### config.mk
export PLATFORM = sky130hd
export DESIGN_NAME = alu_share_arbiter
export DESIGN_NICKNAME = d
export VERILOG_FILES = /design/src/rtl/alu_share_arbiter.sv
export SDC_FILE = /design/constraint.sdc
export NUM_CORES = 1
export LEC_CHECK = 0
export CAP_MARGIN = 0
export CORE_AREA = 4 4 109 111
export CTS_BUF_LIST = sky130_fd_sc_hd__clkbuf_4 sky130_fd_sc_hd__clkbuf_8
export CTS_CLUSTER_SIZE = 25
export DETAILED_ROUTE_END_ITERATION = 12
export DIE_AREA = 0 0 113 115
export DONT_BUFFER_PORTS = 1
export SLEW_MARGIN = 20
export SYNTH_ARGS = -nofsm -noshare
export SYNTH_HDL_FRONTEND = slang
export SYNTH_SLANG_ARGS = --single-unit
### constraint.sdc
create_clock -name clk -period 1.8 [get_ports clk]
set_input_delay 0.45 -clock clk [delete_from_list [all_inputs] [get_ports clk]]
set_output_delay 0.45 -clock clk [all_outputs]
set_load 0.01 [all_outputs]
### src/rtl/alu_share_arbiter.sv
// alu_share_arbiter
//   Shares one external combinational ALU between two requesters
//   (port 0 = integer pipe, port 1 = address/CSR unit). A granted request
//   has its operands registered onto alu_*. The ALU result is captured one
//   cycle later and returned on a valid/ready response channel together
//   with the issuing port index and that request's opaque tag.
//   Latency is accept@T -> rsp_valid@T+2. Back-to-back throughput is one
//   op every two cycles.
//
// Parameters
//   DATA_W  operand/result width (must match the ALU)
//   TAG_W   requester tag width
//
// Ports
//   clk, rst                     clock, synchronous active-high reset
//   reqN_valid/ready             request handshake for port N (ready is combinational)
//   reqN_a/b/op/tag              operands, ALU control code, tag for port N
//   rsp_valid/ready              response handshake
//   rsp_result/id/tag            captured ALU result, issuing port, its tag
//   alu_a/alu_b/alu_control      registered ALU inputs
//   alu_result                   combinational ALU output
//
// Build option
//   ALU_ARB_PRIO_EN  defined: strict priority, port 0 wins every tie.
//                    undefined (default): round-robin on ties.
module alu_share_arbiter #(
  parameter int unsigned DATA_W = 32,
  parameter int unsigned TAG_W  = 4
) (
  input  logic              clk,
  input  logic              rst,
  input  logic              req0_valid,
  output logic              req0_ready,
  input  logic [DATA_W-1:0] req0_a,
  input  logic [DATA_W-1:0] req0_b,
  input  logic [2:0]        req0_op,
  input  logic [TAG_W-1:0]  req0_tag,
  input  logic              req1_valid,
  output logic              req1_ready,
  input  logic [DATA_W-1:0] req1_a,
  input  logic [DATA_W-1:0] req1_b,
  input  logic [2:0]        req1_op,
  input  logic [TAG_W-1:0]  req1_tag,
  output logic              rsp_valid,
  input  logic              rsp_ready,
  output logic [DATA_W-1:0] rsp_result,
  output logic              rsp_id,
  output logic [TAG_W-1:0]  rsp_tag,
  output logic [DATA_W-1:0] alu_a,
  output logic [DATA_W-1:0] alu_b,
  output logic [2:0]        alu_control,
  input  logic [DATA_W-1:0] alu_result
);

`ifdef ALU_ARB_PRIO_EN
  localparam bit PRIO_EN = 1'b1;
`else
  localparam bit PRIO_EN = 1'b0;
`endif

  typedef enum logic [1:0] {
    S_IDLE = 2'd0,
    S_EXEC = 2'd1,
    S_RESP = 2'd2
  } state_e;

  state_e              state_q, state_d;
  logic                last_grant_q, last_grant_d;
  logic [DATA_W-1:0]   alu_a_q, alu_a_d;
  logic [DATA_W-1:0]   alu_b_q, alu_b_d;
  logic [2:0]          alu_ctrl_q, alu_ctrl_d;
  logic                pend_id_q, pend_id_d;
  logic [TAG_W-1:0]    pend_tag_q, pend_tag_d;
  logic                rsp_valid_q, rsp_valid_d;
  logic [DATA_W-1:0]   rsp_result_q, rsp_result_d;
  logic                rsp_id_q, rsp_id_d;
  logic [TAG_W-1:0]    rsp_tag_q, rsp_tag_d;

  logic grant;
  logic accept_win;
  logic take;

  // Tie-break: round-robin flips away from the last winner; priority mode
  // keeps tracking last_grant but always favours port 0.
  always_comb begin
    grant = 1'b0;
    if (req0_valid && req1_valid) begin
      grant = PRIO_EN ? 1'b0 : ~last_grant_q;
    end else if (req1_valid) begin
      grant = 1'b1;
    end
  end

  // A new op may be taken while idle, or in the same cycle the current
  // response is consumed. Reset blocks acceptance outright.
  assign accept_win = (state_q == S_IDLE) || ((state_q == S_RESP) && rsp_ready);
  assign take       = !rst && accept_win && (req0_valid || req1_valid);
  assign req0_ready = take && !grant;
  assign req1_ready = take && grant;

  always_comb begin
    state_d      = state_q;
    last_grant_d = last_grant_q;
    alu_a_d      = alu_a_q;
    alu_b_d      = alu_b_q;
    alu_ctrl_d   = alu_ctrl_q;
    pend_id_d    = pend_id_q;
    pend_tag_d   = pend_tag_q;
    rsp_valid_d  = rsp_valid_q;
    rsp_result_d = rsp_result_q;
    rsp_id_d     = rsp_id_q;
    rsp_tag_d    = rsp_tag_q;

    unique case (state_q)
      S_IDLE: begin
        if (take) state_d = S_EXEC;
      end
      S_EXEC: begin
        state_d      = S_RESP;
        rsp_valid_d  = 1'b1;
        rsp_result_d = alu_result;
        rsp_id_d     = pend_id_q;
        rsp_tag_d    = pend_tag_q;
      end
      S_RESP: begin
        if (rsp_ready) begin
          rsp_valid_d = 1'b0;
          state_d     = take ? S_EXEC : S_IDLE;
        end
      end
      default: state_d = S_IDLE;
    endcase

    if (take) begin
      alu_a_d      = grant ? req1_a   : req0_a;
      alu_b_d      = grant ? req1_b   : req0_b;
      alu_ctrl_d   = grant ? req1_op  : req0_op;
      pend_tag_d   = grant ? req1_tag : req0_tag;
      pend_id_d    = grant;
      last_grant_d = grant;
    end
  end

  always_ff @(posedge clk) begin
    if (rst) begin
      state_q      <= S_IDLE;
      last_grant_q <= 1'b1;
      alu_a_q      <= '0;
      alu_b_q      <= '0;
      alu_ctrl_q   <= '0;
      pend_id_q    <= 1'b0;
      pend_tag_q   <= '0;
      rsp_valid_q  <= 1'b0;
      rsp_result_q <= '0;
      rsp_id_q     <= 1'b0;
      rsp_tag_q    <= '0;
    end else begin
      state_q      <= state_d;
      last_grant_q <= last_grant_d;
      alu_a_q      <= alu_a_d;
      alu_b_q      <= alu_b_d;
      alu_ctrl_q   <= alu_ctrl_d;
      pend_id_q    <= pend_id_d;
      pend_tag_q   <= pend_tag_d;
      rsp_valid_q  <= rsp_valid_d;
      rsp_result_q <= rsp_result_d;
      rsp_id_q     <= rsp_id_d;
      rsp_tag_q    <= rsp_tag_d;
    end
  end

  assign alu_a       = alu_a_q;
  assign alu_b       = alu_b_q;
  assign alu_control = alu_ctrl_q;
  assign rsp_valid   = rsp_valid_q;
  assign rsp_result  = rsp_result_q;
  assign rsp_id      = rsp_id_q;
  assign rsp_tag     = rsp_tag_q;

endmodule

== Word level (Yosys, flattened, before mapping) ==
Cells that the tools add are included.
Cells by class
  reduce and logical (&&, ||, !) cells: 14
  bitwise operators: 1
  muxes and demuxes: 12
  eq/ne operators: 4
Operators with widths (count)
  32-bit two-way mux: 2
  1-bit logical AND: 6
  2-bit one-hot mux with 3 select lines: 1
  1-bit two-way mux: 4
  2-bit two-way mux: 2
  4-bit two-way mux: 1
  2-bit inequality test, second input constant: 2
  2-bit AND reduction: 2
  3-bit two-way mux: 1
  2-bit by 1-bit equality test with 1-bit output, second input constant: 1
  2-bit equality test, second input constant: 1
  1-bit zero test: 2
  2-bit zero test: 1
  1-bit logical OR: 2
  1-bit one-hot mux with 2 select lines: 1
  2-bit nonzero test: 1
  1-bit inverter: 1
Storage, ports and cells
  register bits after elaboration: 113
  output and inout bits: 107
  logic and storage cells: 42
  bits of input ports: 179

== Longest topological paths before layout ==
Gate-level depths: netlist of run 1.
  word-level depth: 8
  mapped depth: 6
  mapped depth without buffers: 3

== Least setup slack after synthesis of run 1 ==
OpenSTA, ideal clock, no wires.
  kind: input port to output port
  from: in rst
  to: out req0_ready
  stages: 3
  data arrival time: 1326 ps
  setup slack: 24 ps
  data required time: 1350 ps
  buffers on the path: 1
  cells stage by stage: or2_1 > clkbuf_1 > nor4_1
On the way
  cells in the longest elaborated chain, start to end: 4
RTL lines
  start, declared: RTL line 31  | input logic rst,
  1-bit zero test: RTL line 97  | assign take = !rst && accept_win && (req0_valid || req1_valid);
  1-bit logical AND (2 in series): RTL line 97
  1-bit logical AND: RTL line 98  | assign req0_ready = take && !grant;
  end, declared: RTL line 33  | output logic req0_ready,
No other way between the ends.

== Final worst setup path of run 1 ==
  from: reg state_q[1]
  to: out req1_ready
On the way
  cells in the longest elaborated chain, start to end: 6
  elaborated cells on any way between the ends: 7
  classes of those cells: eq/ne (1); reduce/logical (6)
RTL lines
  start, declared: RTL line 67  | state_e state_q, state_d;
  start signal, assigned: RTL line 158  | state_q <= state_d;
  2-bit equality test: RTL line 96  | assign accept_win = (state_q == S_IDLE) || ((state_q == S_RESP) && rsp_ready);
  1-bit logical AND: RTL line 96
  1-bit logical OR (*): RTL line 96
  1-bit logical AND (*) (2 in series): RTL line 97
  1-bit logical AND (*): RTL line 99  | assign req1_ready = take && grant;
  end, declared: RTL line 39  | output logic req1_ready,
Mark *: on every way between the ends. The rest lies on a longest branch, timed or not.

==> impl_summary.md, run 1 <==
Power and ir drop
Of the total power, the share spent switching nets is 0.259. The worst ir drop on vdd is 0.000549 V. Summed over all nets, the switching power comes to 1.62 mW. The clock network fraction of total power is 0.425. Summed over all cells, the static leakage comes to 1.93 nW. The internal portion of the total power is 4.65 mW. Summing internal, switching and leakage power gives 6.27 mW. In this run the power density over the cells is 1210 nW/um^2. Of the total power, combinational logic draws 0.098. The share of total power dissipated in sequential elements is 0.477.

Global route
The first-pass GRT wire length is 20800 um. The number of antenna violations at the first check in global routing is 1. The via count of the first global-routing pass is 3856. The total grt overflow is 0.

Entering global routing, the biggest net connects 75 pins. The total global-route track usage is 0.201.

Final layout
The final net count is 681. Leaving out fill and tap cells, the most frequent cell in the layout is sky130_fd_sc_hd__nand2_1. The area overhead of the layout relative to synthesis is 12.0%.

In the layout the commonest cells are 145 x sky130_fd_sc_hd__nand2_1, 111 x sky130_fd_sc_hd__dfxtp_1, 71 x sky130_fd_sc_hd__nor4_1, 71 x sky130_fd_sc_hd__a221o_1, 38 x sky130_fd_sc_hd__a21oi_1. 0 antenna diodes ended up in the layout. Of the cells placed in the final design, the portion with a size suffix greater than 1 is 0.126.

Floorplanning
The floorplan step set the die height to 115 um. The overall die area is 13000 sq um. In this run the standard cell core region covers 10800 sq um. In this run the horizontal extent of the chip is 113 um. The initial utilization of the core area, before any placement, comes to 0.430. During I/O placement, the number of pins put on the boundary was 286.

The total number of placement rows is 38.

Setup path
The worst register-to-register path begins at state_q[1]. The signal on the critical path passes through and2b_4 -> a2111oi_4 -> buf_6. For the worst flop-to-flop path, the logic depth is 5. Among all stages on the critical path, the largest delay is contributed by sky130_fd_sc_hd__a2111oi_4.

The worst setup path is of the register to primary output kind. The data arrival at the endpoint of the critical path is 1.47 ns. The end of the worst register-to-register path is alu_b[1]. The critical path data required time is 1.35 ns.

The nature of the critical path endpoint is a primary output. The largest fanout on the critical path is 5. The critical path startpoint category is a register. The worst setup path startpoint is state_q[1].

The largest single stage delay on the critical path is 0.36 ns. The worst-case register-to-register setup slack is 0.14 ns.

Yosys
For this run, the number of Yosys warnings is 0. The number of nets handed over by synthesis was 698. The number of enable-type register cells in the synthesized netlist is 0. The leading register cell type out of synthesis is sky130_fd_sc_hd__dfxtp_1. The post-synthesis cell count is 519. The number of library cell types mapped by synthesis is 23. The mapped netlist covers 4640 sq um.

After synthesis the netlist holds a flip-flop and latch count of 113. The synthesized area per cell is 8.95 sq um. The async set or reset register ratio after synthesis is 0. The portion of the post-synthesis area used by sequential elements is 0.487.

Detailed routing
The via count normalized by instance count is 6.15. The via count is 4031. The total met3 wirelength after detailed routing is 1540 um. In this run the top signal layer used is met5. Wire segments on met2 add up to 6770 um in the final route. The first routing iteration left 302 violations. In the final routing, the length of wire on met1 measures 5330 um. The number of search-and-repair iterations in the first detailed-routing pass is 4.

The final layout contains routed wiring with a total length of 13900 um. The number of nets with antenna violations after detailed routing is 0. The DRC violations left is 0. After detailed routing, the average wire length per cell comes to 21.3 um.

Clock network
The H-tree level count is 4. The insertion delay to the later sink of the worst-skew pair is 0.42 ns. The tree built by TritonCTS fans out to 113 sinks.

After clock tree synthesis, the clock-pin slew on the worst setup and hold paths is 0.07 ns. The tree is rooted in a sky130_fd_sc_hd__clkbuf_8. The number of hold buffers added after cts is 0. In this run, CTS created clock tree buffers numbering 17. The clock passes through at most 2 buffers.

TritonCTS built the clock tree.

Timing
The worst slew slack as a fraction of its limit is 0.697. The transition time of the tightest slew-check pin is 0.454 ns. Setup slack on the critical path of the routed design comes to -0.115 ns.

The number of endpoints failing setup at the final stage is 2. The highest clock rate is 522 MHz. The clock period minus worst slack is 1.92 ns.

Setup repair after global routing could not meet its margin everywhere. The final count of hold timing violations is 0. Dividing the final minimum period by the clock period gives 1.06. The count of pins over their slew limit was 0. The worst clock skew is 0.0112 ns.

Min path
The path with the worst hold slack has its endpoint at state_q[1]. The cell depth of the worst hold path is 1. The worst hold path begins at rst.

In this run the worst hold path is classified as input pin to register.

Placement
The half-perimeter wire length after placement is 9670 um. Port buffering added 0 buffers. Timing analysis after detailed placement gives a worst setup slack of -0.00558 ns. The final RePlAce weighted congestion is 0.793.

Outcome
The final reports fail on negative setup slack. The flow ran to the end, but the final reports show violations.

Run
The count of maximum capacitance violations is 0.
[cell type report]
cell class                      instances  area (sq um)
Inverter                                4          15.0
Timing Repair Buffer                   24           244
Clock inverter                          9           155
Sequential cell                       113          2260
Multi-Input combinational cell        342          2060
Clock buffer                           23           292
Tap cell                              140           175
Fill cell                            1036          5590
[cell families after synthesis]
kind of cell,synth area share
and+or+nand+nor,0.227
AOI/OAI and AO/OA,0.209
DFF,0.487
buffers and inverters,0.0765
[worst max-delay path by stage]
stage	cells past startpoint	endpoint
2_1_floorplan	3	req0_ready
3_3_place_gp	3	req1_ready
3_5_place_dp	5	alu_b[25]
4_1_cts	3	req1_ready
5_1_grt	3	req1_ready
6_report	3	req1_ready
[what timing repair did]
| item | CTS | global route |
|---|---|---|
| gates resized for setup | 4 | 2 |
| hold endpoints to repair | 0 | 0 |
| setup buffers | 3 | 1 |
| endpoints found under the setup margin | 2 | 2 |
| pin swaps | 1 | 1 |
| gates cloned | 1 | 0 |
[critical path, delay by kind of cell (launching register included)]
family	cells	cell delay (ns)
AOI/OAI and AO/OA	1	0.36
and+or+nand+nor	1	0.18
buffers and inverters	1	0.18
DFF	1	0.32
[Yosys cell counts (2+ instances only)]
| library cell | n | area (sq um) |
|---|---|---|
| sky130_fd_sc_hd__a21oi_1 | 38 | 190 |
| sky130_fd_sc_hd__a221o_1 | 71 | 711 |
| sky130_fd_sc_hd__buf_1 | 6 | 22.5 |
| sky130_fd_sc_hd__buf_2 | 5 | 25.0 |
| sky130_fd_sc_hd__buf_4 | 3 | 22.5 |
| sky130_fd_sc_hd__buf_6 | 13 | 146 |
| sky130_fd_sc_hd__clkbuf_1 | 33 | 124 |
| sky130_fd_sc_hd__dfxtp_1 | 113 | 2260 |
| sky130_fd_sc_hd__inv_1 | 4 | 15.0 |
| sky130_fd_sc_hd__nand2_1 | 145 | 544 |
| sky130_fd_sc_hd__nor2_1 | 2 | 7.51 |
| sky130_fd_sc_hd__nor2b_1 | 2 | 12.5 |
| sky130_fd_sc_hd__nor4_1 | 72 | 450 |
| sky130_fd_sc_hd__o31a_1 | 3 | 26.3 |
[state kept, by name, summed over array words and instances, names as in the netlist]
signal        cells
alu_b            32
pend_tag_q        4
alu_control       3
pend_id_q         1
alu_a            32
rsp_result       32
last_grant_q      1
rsp_id            1
rsp_valid         1
state_q           2
rsp_tag           4
[metrics by stage]
step / TNS, ns / hold WS (ns) / util / cell area (sq um) / std cells
2_1_floorplan: 0 / 0.432 / - / 4640 / 519
3_3_place_gp: 0 / 0.440 / 0.435 / 4700 / 618
3_5_place_dp: -0.00558 / 0.447 / 0.435 / 4700 / 618
4_1_cts: -0.214 / 0.0648 / 0.480 / 5180 / 654
5_1_grt: -0.363 / 0.0549 / 0.482 / 5200 / 655
6_report: -0.218 / 0.0915 / 0.482 / 5200 / 655
[routing by layer]
layer,GRT usage,up-vias
met5,0,-
li1,-,1903
met1,0.233,1884
met3,0.0884,23
met4,0.0705,2
met2,0.331,219
[power by group through the flow]
stage / sequential [mW] / clock (mW) / combinational, mW
finish: 2.99 / 2.67 / 0.616
global route: 3.01 / 2.84 / 0.688
CTS: 2.99 / 2.72 / 0.613
detailed placement: 3.04 / 0 / 0.602
global placement: 3.05 / 0 / 0.577
floorplan: 2.98 / 0 / 0.529
(Power assumes the default switching activity.)
==> run 2, diff against run 1 <==
- CORE_AREA: 4 4 109 111 -> 2 2 110 112
- DIE_AREA: 0 0 113 115 -> 0 0 112 114
==> run 2 against run 1 <==
Compared with the run above: the flow still finishes with violations (negative setup slack); maximum frequency rose by 0.39%; combinational power fell by 1%; non-clock buffer count fell by 2; register-to-register slack got worse by 0.03 ns; die area fell by 1.7%; total power fell by 0.58%; via count rose by 0.35%; first-iteration DRC count fell by 7.3%; sequential cell count did not move; clock skew rose by 0.0037 ns; count of clock-buffer cells in the layout fell by 4; critical endpoint unchanged; highest routed layer is now met4.
==> impl_summary.md, run 2 (synthesized netlist as in run 1, its figures left out) <==
Outcome
The run finished, with violations left. The final reports fail on negative setup slack.

Global route
The first-pass GRT wire length is 19900 um (-4.4%). The number of antenna violations at the first check in global routing is 0 (-1). The total global-route track usage is 0.195 (-0.00624). The via count of the first global-routing pass came to 3827 (-0.75%). The largest net degree at the start of global routing is 75 (unchanged). The total grt overflow was 0 (unchanged).

Final layout
The final net count is 679 (-0.29%). The total inserted antenna cells is 0 (unchanged). Leaving out fill and tap cells, the most frequent cell in the layout is sky130_fd_sc_hd__nand2_1. Leaving out fill and tap cells, the most frequent cells in the layout are 145 x sky130_fd_sc_hd__nand2_1, 112 x sky130_fd_sc_hd__dfxtp_1, 72 x sky130_fd_sc_hd__nor4_1. The count of filler cells inserted in the layout is 1149 (+11%).

The fraction of final layout cells sized beyond drive strength 1 is 0.119 (-0.00731). The area overhead of the layout relative to synthesis is 11.4%. The final standard cell utilization of the core came to 0.442 (-0.0400).

Setup path
The critical path data required time is 1.35 ns (about the same). The data arrival at the endpoint of the critical path is 1.46 ns (about the same). The nature of the critical path endpoint is a primary output. STA classifies the critical path startpoint as a register. The reg-to-reg startpoint is state_q[1]. The largest fanout on the critical path came to 5 (unchanged). The worst-case register-to-register setup slack is 0.11 ns (-0.03 ns). The start-to-end type of the worst setup path is register to primary output.

The number of cell instances on the worst register-to-register path is 6 (+1). The worst register-to-register path ends at alu_a[30].

Detailed routing
The DRC marker count from the first detailed-route iteration is 280 (-7.3%). The number of search-and-repair iterations in the first detailed-routing pass came to 4 (unchanged). The via count normalized by instance count is 6.13 (-0.41%). The average routed wire per standard cell came to 19.9 um (-6.3%). The number of nets with antenna violations after detailed routing is 0 (unchanged). The via count was 4045 (+0.35%). The wire length after detailed routing is 13200 um (-5.6%). The DRC violations left came to 0 (unchanged).

Placement
The half-perimeter wire length after placement was 8600 um (-11%). The number of input and output port buffers inserted is 0 (unchanged). The final RePlAce weighted congestion was 0.773 (-2.5%).

Power and ir drop
The power per standard cell area was 1200 nW/um^2 (about the same). The switching part of the total is 0.269 (+0.00987). The power consumption came to 6.23 mW (-0.58%). The power dissipated by switching net loads is 1.68 mW (+3.2%).

The part of the power in registers is 0.478 (about the same). The leakage component of the power is 1.92 nW (-0.94%). The worst ir drop on vdd is 0.000680 V (+24%).

The design internal power is 4.56 mW (-1.9%). The combinational share of power came to 0.098 (about the same). The clock network fraction of total power is 0.425 (about the same).

Floorplanning
The total number of placement rows is 40 (+5.3%). The die span in y is 114 um (-0.87%). The overall die area is 12800 sq um (-1.7%).

The placeable core region was 11700 sq um (+8.5%). The number of primary I/O pins is 286 (unchanged). The width of the die is 112 um (-0.88%). The starting density of the core is 0.397 (-0.0337).

Timing
The count of pins over their slew limit was 0 (unchanged). The final critical-path setup slack is -0.108 ns (+0.00741 ns). Setup repair after global routing could not meet its margin everywhere. The worst clock skew is 0.0150 ns (+0.00374 ns). The final count of hold timing violations came to 0 (unchanged). The transition time of the tightest slew-check pin came to 0.446 ns (-0.00850 ns). The highest clock rate is 524 MHz (+0.39%). The aggregate negative setup slack is -0.192 ns (+0.0259 ns).

The worst slew slack as a fraction of its limit is 0.703 (+0.00566). The clock period minus worst slack came to 1.91 ns (-0.00741 ns). The number of endpoints failing setup at the final stage is 2 (unchanged). The final worst-path cycle share came to 1.06 (-0.00412).

Clock network
The number of buffers between clock root and the deepest sink was 2 (unchanged). The number of buffers created by CTS is 17 (unchanged). The insertion delay to the later sink of the worst-skew pair is 0.43 ns (about the same).

The clock root buffer is sky130_fd_sc_hd__clkbuf_8. The H-tree level count is 4 (unchanged). TritonCTS built the clock tree. The clock transition at the registers of the reported paths was 0.07 ns (about the same). The total clock sinks is 113 (unchanged). The number of hold buffers added after cts was 0 (unchanged).

Min path
In this run the worst hold path is classified as input pin to register. The destination of the worst hold path is state_q[1]. The worst hold path begins at rst. The cell depth of the worst hold path is 1 (unchanged).

Run
The count of maximum capacitance violations is 0 (unchanged).
==> run 2: power groups by stage <==
| stage | combinational, mW | clock [mW] | sequential [mW] |
|---|---|---|---|
| floorplan | 0.529 | 0 | 2.98 |
| global placement | 0.570 | 0 | 3.04 |
| detailed placement | 0.596 | 0 | 3.03 |
| CTS | 0.600 | 2.71 | 2.98 |
| global route | 0.677 | 2.83 | 3.00 |
| finish | 0.608 | 2.65 | 2.98 |
==> run 2: how the worst max path moves through the flow <==
| stage | startpoint | endpoint | slack [ns] | cells past startpoint |
|---|---|---|---|---|
| 6_report | state_q[1] | req1_ready | -0.11 | 3 |
| 2_1_floorplan | rst | req0_ready | 0.02 | 3 |
| 3_3_place_gp | rst | req1_ready | 0.05 | 3 |
| 3_5_place_dp | rst | alu_a[30] | 0.02 | 4 |
| 4_1_cts | state_q[0] | req1_ready | -0.16 | 3 |
| 5_1_grt | state_q[1] | req1_ready | -0.19 | 3 |
==> run 2: cell type report <==
class | count | area, sq um | area share
clock buffers | 19 | 255 | 0.0493
clock inverters | 13 | 186 | 0.0360
inverters | 4 | 15.0 | 0.00290
multi-input cells | 342 | 2040 | 0.394
flip-flops and latches | 113 | 2270 | 0.438
well taps | 147 | 184 | 0.0355
repair buffers | 22 | 228 | 0.0440
==> run 2: metal layers <==
metal,wire length (um),global-route usage
met3,1320,0.0664
met2,6500,0.324
met4,304,0.0854
met5,0,0
met1,5040,0.229
==> run 2: through the flow <==
stage,worst slack [ns],cell area (sq um),hold WS [ns],cells
2_1_floorplan,0.0237,4640,0.432,519
6_report,-0.108,5170,0.0820,660
3_5_place_dp,0.0250,4670,0.449,621
4_1_cts,-0.157,5130,0.0590,655
5_1_grt,-0.194,5170,0.0572,660
3_3_place_gp,0.0512,4670,0.443,621
==> run 2: timing repair <==
| action | 4_1_cts | 5_1_grt |
|---|---|---|
| cloned | 0 | 0 |
| setup endpoints to repair | 2 | 2 |
| pin swaps | 2 | 1 |
| buffers inserted | 2 | 5 |
| resized for setup | 2 | 1 |
==> run 2: critical path: stages, from the launching register on <==
cell,delay (ns)
sky130_fd_sc_hd__dfxtp_4,0.34
sky130_fd_sc_hd__and2b_4,0.19
sky130_fd_sc_hd__a2111oi_4,0.28
sky130_fd_sc_hd__buf_4,0.22
